File: src/rtl/inj_pkg.sv
// Shared types for the fault-injection campaign monitor: FSM states,
// campaign result codes and the window index width.
package inj_pkg;

    typedef enum logic [1:0] {
        ST_IDLE    = 2'd0,
        ST_ARMED   = 2'd1,
        ST_OBSERVE = 2'd2,
        ST_REPORT  = 2'd3
    } state_e;

    localparam logic [1:0] RES_MASKED     = 2'd0;
    localparam logic [1:0] RES_TRANSIENT  = 2'd1;
    localparam logic [1:0] RES_PERSISTENT = 2'd2;

    // WINDOW is at most 255, so an 8-bit index covers 0..WINDOW-1.
    localparam int IDX_W = 8;

endpackage

File: src/rtl/inj_sat_counter.sv
// Saturating up-counter with synchronous clear; holds at all-ones
// instead of wrapping.
module inj_sat_counter #(
    parameter int W = 8
) (
    input  logic         clk,
    input  logic         rstn,
    input  logic         clr_i,
    input  logic         en_i,
    output logic [W-1:0] cnt_o
);

    logic [W-1:0] cnt_q;
    logic [W-1:0] cnt_d;

    always_comb begin
        // NOTE: every always_comb output gets a default first so no path leaves it unassigned (no latch).
        cnt_d = cnt_q;
        if (clr_i) begin
            cnt_d = '0;
        end else if (en_i && (cnt_q != '1)) begin
            cnt_d = cnt_q + W'(1);
        end
    end

    // NOTE: state registers use non-blocking assignment so all flops update together at the edge.
    always_ff @(posedge clk or negedge rstn) begin
        if (!rstn) begin
            cnt_q <= '0;
        end else begin
            cnt_q <= cnt_d;
        end
    end

    assign cnt_o = cnt_q;

endmodule

File: src/rtl/injection_monitor.sv
// Observes a fault-injected copy against its golden twin for WINDOW cycles
// after an injection and classifies the outcome as masked/transient/persistent.
module injection_monitor
    import inj_pkg::*;
#(
    parameter int WINDOW = 16,
    parameter int CNT_W  = 8
) (
    input  logic             clk,
    input  logic             rstn,
    input  logic             start,
    input  logic             abort,
    input  logic             inj_valid,
    input  logic             y1,
    input  logic             y2,
    input  logic             y1_ref,
    input  logic             y2_ref,
    output logic             busy,
    output logic             done,
    output logic [1:0]       result,
    output logic [CNT_W-1:0] mism_cnt,
    output logic [CNT_W-1:0] first_err,
    output logic             err_y1,
    output logic             err_y2
);

    localparam logic [IDX_W-1:0] WIN_LAST = IDX_W'(WINDOW - 1);

    state_e             state_q, state_d;
    logic [IDX_W-1:0]   idx_q, idx_d;
    logic               busy_q, busy_d;
    logic               done_q, done_d;
    logic [1:0]         result_q, result_d;
    logic [CNT_W-1:0]   first_err_q, first_err_d;
    logic               err_y1_q, err_y1_d;
    logic               err_y2_q, err_y2_d;

    logic m1, m2, mismatch;
    logic take_start, do_abort, observe, win_end, seen_any;

    assign m1         = y1 ^ y1_ref;
    assign m2         = y2 ^ y2_ref;
    assign mismatch   = m1 | m2;
    assign take_start = (state_q == ST_IDLE) && start;
    assign do_abort   = abort && ((state_q == ST_ARMED) || (state_q == ST_OBSERVE));
    assign observe    = (state_q == ST_OBSERVE) && !abort;
    assign win_end    = observe && (idx_q == WIN_LAST);
    // The sticky flags double as "a mismatch has already been seen".
    assign seen_any   = err_y1_q | err_y2_q;

    always_ff @(posedge clk or negedge rstn) begin
        if (!rstn) begin
            state_q <= ST_IDLE;
        end else begin
            state_q <= state_d;
        end
    end

    always_comb begin
        state_d = state_q;
        unique case (state_q)
            ST_IDLE:    if (start) state_d = ST_ARMED;
            ST_ARMED:   if (abort) state_d = ST_IDLE;
                        else if (inj_valid) state_d = ST_OBSERVE;
            ST_OBSERVE: if (abort) state_d = ST_IDLE;
                        else if (idx_q == WIN_LAST) state_d = ST_REPORT;
            ST_REPORT:  state_d = ST_IDLE;
            default:    state_d = ST_IDLE;
        endcase
    end

    always_comb begin
        busy_d = (state_d != ST_IDLE);
        done_d = (state_d == ST_REPORT);
    end

    always_comb begin
        idx_d       = (observe && !win_end) ? idx_q + IDX_W'(1) : '0;
        result_d    = result_q;
        first_err_d = first_err_q;
        err_y1_d    = err_y1_q;
        err_y2_d    = err_y2_q;
        if (take_start || do_abort) begin
            result_d    = RES_MASKED;
            first_err_d = '1;
            err_y1_d    = 1'b0;
            err_y2_d    = 1'b0;
        end else if (observe) begin
            if (mismatch) begin
                err_y1_d = err_y1_q | m1;
                err_y2_d = err_y2_q | m2;
                if (!seen_any) first_err_d = CNT_W'(idx_q);
            end
            if (win_end) begin
                if (!(seen_any || mismatch)) result_d = RES_MASKED;
                else if (mismatch)           result_d = RES_PERSISTENT;
                else                         result_d = RES_TRANSIENT;
            end
        end
    end

    always_ff @(posedge clk or negedge rstn) begin
        if (!rstn) begin
            idx_q       <= '0;
            busy_q      <= 1'b0;
            done_q      <= 1'b0;
            result_q    <= RES_MASKED;
            first_err_q <= '1;
            err_y1_q    <= 1'b0;
            err_y2_q    <= 1'b0;
        end else begin
            idx_q       <= idx_d;
            busy_q      <= busy_d;
            done_q      <= done_d;
            result_q    <= result_d;
            first_err_q <= first_err_d;
            err_y1_q    <= err_y1_d;
            err_y2_q    <= err_y2_d;
        end
    end

    inj_sat_counter #(
        .W (CNT_W)
    ) u_mism_cnt (
        .clk   (clk),
        .rstn  (rstn),
        .clr_i (take_start | do_abort),
        .en_i  (observe & mismatch),
        .cnt_o (mism_cnt)
    );

    assign busy      = busy_q;
    assign done      = done_q;
    assign result    = result_q;
    assign first_err = first_err_q;
    assign err_y1    = err_y1_q;
    assign err_y2    = err_y2_q;

endmodule

File: config.mk
export PLATFORM = sky130hd
export DESIGN_NAME = injection_monitor
export DESIGN_NICKNAME = d
export VERILOG_FILES = /design/src/rtl/inj_pkg.sv /design/src/rtl/inj_sat_counter.sv /design/src/rtl/injection_monitor.sv
export SDC_FILE = /design/constraint.sdc
export NUM_CORES = 1
export LEC_CHECK = 0
export BUFFER_PORTS_ARGS = -buffer_cell sky130_fd_sc_hd__buf_2
export CAP_MARGIN = 10
export CELL_PAD_IN_SITES_DETAIL_PLACEMENT = 2
export CELL_PAD_IN_SITES_GLOBAL_PLACEMENT = 2
export CORE_ASPECT_RATIO = 0.5
export CORE_UTILIZATION = 31
export CTS_CLUSTER_DIAMETER = 60
export DETAILED_ROUTE_END_ITERATION = 10
export PLACE_DENSITY_LB_ADDON = 0.1
export SLEW_MARGIN = 20
export SYNTH_ARGS = -nofsm -noshare
export SYNTH_HDL_FRONTEND = slang
export SYNTH_SLANG_ARGS = --single-unit
File: constraint.sdc
create_clock -name clk -period 1.9 [get_ports clk]
set_input_delay 0.285 -clock clk [delete_from_list [all_inputs] [get_ports clk]]
set_output_delay 0.285 -clock clk [all_outputs]
set_load 0.02 [all_outputs]
## Word-level counts from Yosys, hierarchy flattened

Index checks and enable logic that the tools add are counted.

- Memory bits (read-only): 0
- Flip-flop bits (word level): 32
- RAM bits: 0
- Bits in latches: 0
- Bits of input ports: 9
- Memories kept: 0
- Logic and storage cells: 70
- Output and inout bits: 22

- $lt $le $gt $ge: 0
- Shifts and indexed selects: 0
- Multiplexer cells: 24
- Multipliers: 0
- Div/mod/pow operators: 0
- Reduce and logical (&&, ||, !) cells: 20
- Equal/unequal tests: 7
- $add $sub $neg: 2
- Bitwise operators: 8

Operators with widths:

| cell | number |
|---|---|
| 2-to-1 mux 8 bit | 7 |
| 2-to-1 mux 2 bit | 10 |
| adder 8 x 1 -> 8 bit, second input constant | 2 |
| nonzero test 2 bit | 5 |
| == test 8 x 4 -> 1 bit, second input constant | 1 |
| != test 8 bit, second input constant | 1 |
| one-hot mux 2 bit (4 select lines) | 1 |
| == test 2 bit, second input constant | 3 |
| logical AND 1 bit | 6 |
| 2-to-1 mux 1 bit | 6 |
| OR 1 bit | 5 |
| AND reduction 2 bit | 2 |
| logical OR 1 bit | 3 |
| AND reduction 3 bit | 1 |
| == test 2 x 1 -> 1 bit, second input constant | 1 |
| zero test 1 bit | 2 |
| zero test 2 bit | 1 |
| != test 2 x 1 -> 1 bit, second input constant | 1 |
| XOR 1 bit | 2 |
| AND 1 bit | 1 |

## Longest topological paths before layout

- Depth after elaboration: 7
- Mapped depth: 8

## By module

A second synthesis with hierarchy kept.

- Cell total of the unflattened synthesis: 165
- Area, all modules: 1607.8 sq um

Modules (own cells, without submodules):

| module | seq. area each (sq um) | cells each | area each (sq um) | times used |
|---|---|---|---|---|
| injection_monitor | 610.6 | 116 | 1143.6 | 1 |
| inj_sat_counter | 200.2 | 49 | 464.2 | 1 |

## Worst setup path after synthesis

Ideal clock, no wire load.

- Path type: reg2reg
- Start point: register state_q[0]
- End point: register u_mism_cnt.cnt_q[5] (netlist: u_mism_cnt.cnt_o[5])
- Path buffers: 2
- Data required time: 1.822 ns
- Cell stages (with the launch flop): 9
- Path slack: 0.015 ns
- Arrival: 1.807 ns
- Setup time: 0.078 ns
- Path through: dfrtp_1 > inv_1 > ha_1 > nor2b_1 > clkbuf_2 > o21ai_1 > buf_2 > or4_1 > a21oi_1

- Word-level cells in the longest chain between the ends: 5

Ends and longest elaborated chain:

| what | RTL line | RTL |
|---|---|---|
| from (decl) | injection_monitor.sv:29 | `state_e state_q, state_d;` |
| from (signal assigned) | injection_monitor.sv:55 | `state_q <= state_d;` |
| == test 2 x 1 -> 1 bit / == test 2 bit (equally long branches) | injection_monitor.sv:45, injection_monitor.sv:46 |  |
| logical OR 1 bit / logical AND 1 bit (equally long branches) | injection_monitor.sv:45, injection_monitor.sv:46 |  |
| logical AND 1 bit / AND 1 bit (equally long branches) | injection_monitor.sv:45, injection_monitor.sv:128 |  |
| OR 1 bit / logical AND 1 bit (equally long branches) | injection_monitor.sv:127, inj_sat_counter.sv:21 |  |
| 2-to-1 mux 8 bit / nonzero test 2 bit (equally long branches) | -- |  |
| to (signal assigned) | inj_sat_counter.sv:31 | `cnt_q <= cnt_d;` |
| to (decl) | inj_sat_counter.sv:13 | `logic [W-1:0] cnt_q;` |

Several ways; a longest one is shown, not always the timed one.
A chain may end at the register's enable or synchronous reset.

## Final worst setup path

- Start point: register state_q[0]
- End point: register u_mism_cnt.cnt_q[2] (netlist: u_mism_cnt.cnt_o[2])

The elaborated chain is that of the path after synthesis.

==> impl_results.md <==
* Post-Synth Adder-Cell Area at 0.0466
* Async SR Flop Fraction at 1.00
* Die Span X at about 100 um
* Max_slew headroom at 0.499
* End of the critical path: u_mism_cnt.cnt_o[2]
* Critical Path Start: state_q[0]
* Drt initial violations at 38
* Hold/Removal Path Class: in2async
* Number of synthesized flops with an enable pin at 0
* # clock sinks at 32
* FF-to-FF End: u_mism_cnt.cnt_o[2]
* GRT Util Overall at 0.168
* Die H at roughly 53 um
* Worst setup SP type: register
* Setup crit end kind: register
* DRT Wirelength at a little over 4000 um
* Total CTS buffers at 5
* Fmax at 563 MHz
* Post-route cell area at roughly 0.0020 mm2
* Pin count of the biggest net entering global routing at 33
* Arr. time, crit path at 1.94 ns
* Hold Fails Final Rpt at 0
* Buffers on Ports at 30
* Commonest non-fill, non-tap cells in the layout: buf_2 (30), dfrtp_1 (24), nand2_1 (16), nor2_1 (15)
* Mapped Nets at between 150 and 200
* Top-area cell type share of the netlist area at 0.373
* Outcome: completed
* Drt via density at 5.05
* Fill cell count at 570
* Post-synthesis cell area at 0.00161 mm2
* Hold-fix buffers at CTS at 0
* CTS H-Tree Depth at 2
* Largest family of logic cells by synthesized area: simple AND/OR/NAND/NOR gates
* Multi-input logic area at 762 um2
* Tmin final at 1.78 ns
* Power Total at 0.00189 W
* Vias at approximately 1300
* Required time of the critical path at between 2 and 2.5 ns
* First-pass GRT wire length at approximately 7000 um
* Power Density at about 960 mW/mm2
* Post-Syn Area per Cell at between 10 and 15 um2
* Least-Margin Pin Slew at between 0.7 and 0.8 ns
* Initial Utilization at 0.325
* Post-synthesis xor/xnor area fraction at 0.0435
* Count of pins over their slew limit at 0
* GPL Wtd Cong at about 0.70
* Unique masters post-synth at just over 40
* RSZ-0062 raised after global routing: false
* Vias in the first global route at about 1400
* Kind of critical path: reg2reg
* Synth Area in Compound Gates at 0.123
* Share of cells above drive strength 1 at 0.289
* FP Rows at 18
* Skew final at about 0.0068 ns
* Max Root-Sink Buffers at 2
* Area delta synth->final at 22.3%
* Dpl ws at -0.0145 ns
* # diodes at 0
* Dpl hpwl at 3050 um
* R2R Setup Slk at about 0.12 ns
* Yosys reg bits at 32
* Pre-antenna DRT Iters at 4
* Final ANT Viol Nets at 0
* Residual DRC count at 0
* Mux share of post-synthesis cell area at 0.0497
* Max cap viols at 0
* CORE AREA at 0.00495 mm2
* Register area at 811 um2
* GRT overflow at 0
* Leak pwr at between 0.9 and 1 nW
* Post-Syn Instances at approximately 160
* Wire length per cell at approximately 15 um
* Synth Area in Simple Gates at 0.193
* IO Pins at 31
* Final Cycle Share at 0.935
* Max VDD drop at roughly 440 uV
* Largest cells by area after synthesis: dfrtp_1 (37%), dfstp_2 (13%), mux2i_1 (5.0%)
* Clock Latency Late Sink at roughly 0.28 ns
* Setup TNS at 0 ns
* Dpl cell area at about 0.0019 mm2
* Final Setup Violations at 0
* Postcts setup bufs at 0
* Register area share after synthesis at 0.503
* Setup ws final at 0.124 ns
* Yosys warns at 0
* Most common cell after layout, fill and taps aside: buf_2
* Die area at about 0.0055 mm2
* Top cell type by total area after synthesis: dfrtp_1
* Hold slack at just over 0.07 ns
* TritonCTS clock tree: built
* Dominant synthesized flop cell: dfrtp_1
* Initial antenna violation count at 0
* CP max FO at 7
* Root Driver: clkbuf_8
* Fin nets at ~210
* Reg clk slew, reported paths at approximately 0.07 ns
* Worst r2r path cells at 7
* Worst r2r src: state_q[0]
==> cells in the mapped netlist, types with 2 or more instances <==
master    count
a21oi_1       7
mux2i_1       8
nor4_1        2
xor2_1        6
dfrtp_1      24
nor2_1       15
o41ai_1       2
clkbuf_1      2
inv_1         7
nand2_1      16
o21ai_0       4
a31oi_1       3
and3_1        3
ha_1          6
xnor2_1       2
nor2b_1       3
dfstp_2       8
o21ai_1       2
nand3_1       8
buf_6         2
or4_1         4
nand4_1       2
nor3_1        3
o31ai_1       2
==> area by class of cell <==
class / count / area share
clock inverter: 1 / 0.00254
timing repair buffer: 37 / 0.103
multi-input combinational: 113 / 0.387
tap: 70 / 0.0444
clock buffer: 7 / 0.0387
sequential: 32 / 0.411
inverter: 7 / 0.0133
==> stage by stage <==
stage,instances,utilization
final,267,0.398
after global routing,267,0.398
after CTS,267,0.393
after detailed placement,259,0.376
after global placement,259,0.376
after floorplan,158,-
==> critical path, cell delays in order (launching register included) <==
cell and delay, ns:
dfrtp_1 0.40, inv_1 0.10, ha_1 0.19, nor2b_4 0.21, buf_4 0.16, o21a_1 0.27, a31oi_1 0.12, a41o_1 0.21
==> cell families (layout without fill, tap and decap cells) <==
family	count (synthesis)	after routing
compound gates	29	29
simple gates	62	62
mux	8	8
fa+ha+maj	6	6
xor+xnor	8	8
buf+inv	13	52
flops	32	32
==> what timing repair did <==
item / CTS / global route
pin swaps: 0 / 0
endpoints found under the setup margin: 5 / 10
resized for setup: 1 / 5
==> routing by layer <==
| layer | GRT usage | vias to the layer above | share of wire |
|---|---|---|---|
| met3 | 0.0530 | 2 | 0.040 |
| met2 | 0.286 | 16 | 0.48 |
| li1 | - | 639 | - |
| met4 | 0.0429 | 0 | 0.0025 |
| met1 | 0.211 | 692 | 0.47 |
| met5 | 0 | - | 0 |
==> worst min path at each step <==
stage | start | end | slack (ns) | cells past startpoint
after global placement | rstn | u_mism_cnt.cnt_o[0] | 0.40 | 1
after floorplan | rstn | busy | -0.01 | 0
after CTS | rstn | u_mism_cnt.cnt_o[0] | 0.1 | 1
final | rstn | u_mism_cnt.cnt_o[6] | 0.07 | 1
after global routing | rstn | u_mism_cnt.cnt_o[0] | 0.12 | 1
after detailed placement | rstn | u_mism_cnt.cnt_o[0] | 0.40 | 1
==> power breakdown <==
| part | internal (W) | total (W) | switching [W] |
|---|---|---|---|
| Clock | 0.000257 | 0.000496 | 0.000239 |
| Combinational | 0.000212 | 0.000588 | 0.000375 |
| Sequential | 0.000766 | 0.000807 | 0.0000414 |
| Total | 0.00124 | 0.00189 | 0.000655 |
==> flip-flops by register name (all words and copies together) (netlist names) <==
name	flops
first_err	8
busy	1
done	1
result	2
err_y2	1
idx_q	8
u_mism_cnt.cnt_o	8
err_y1	1
state_q	2
Power figures use the tool's default switching activity.
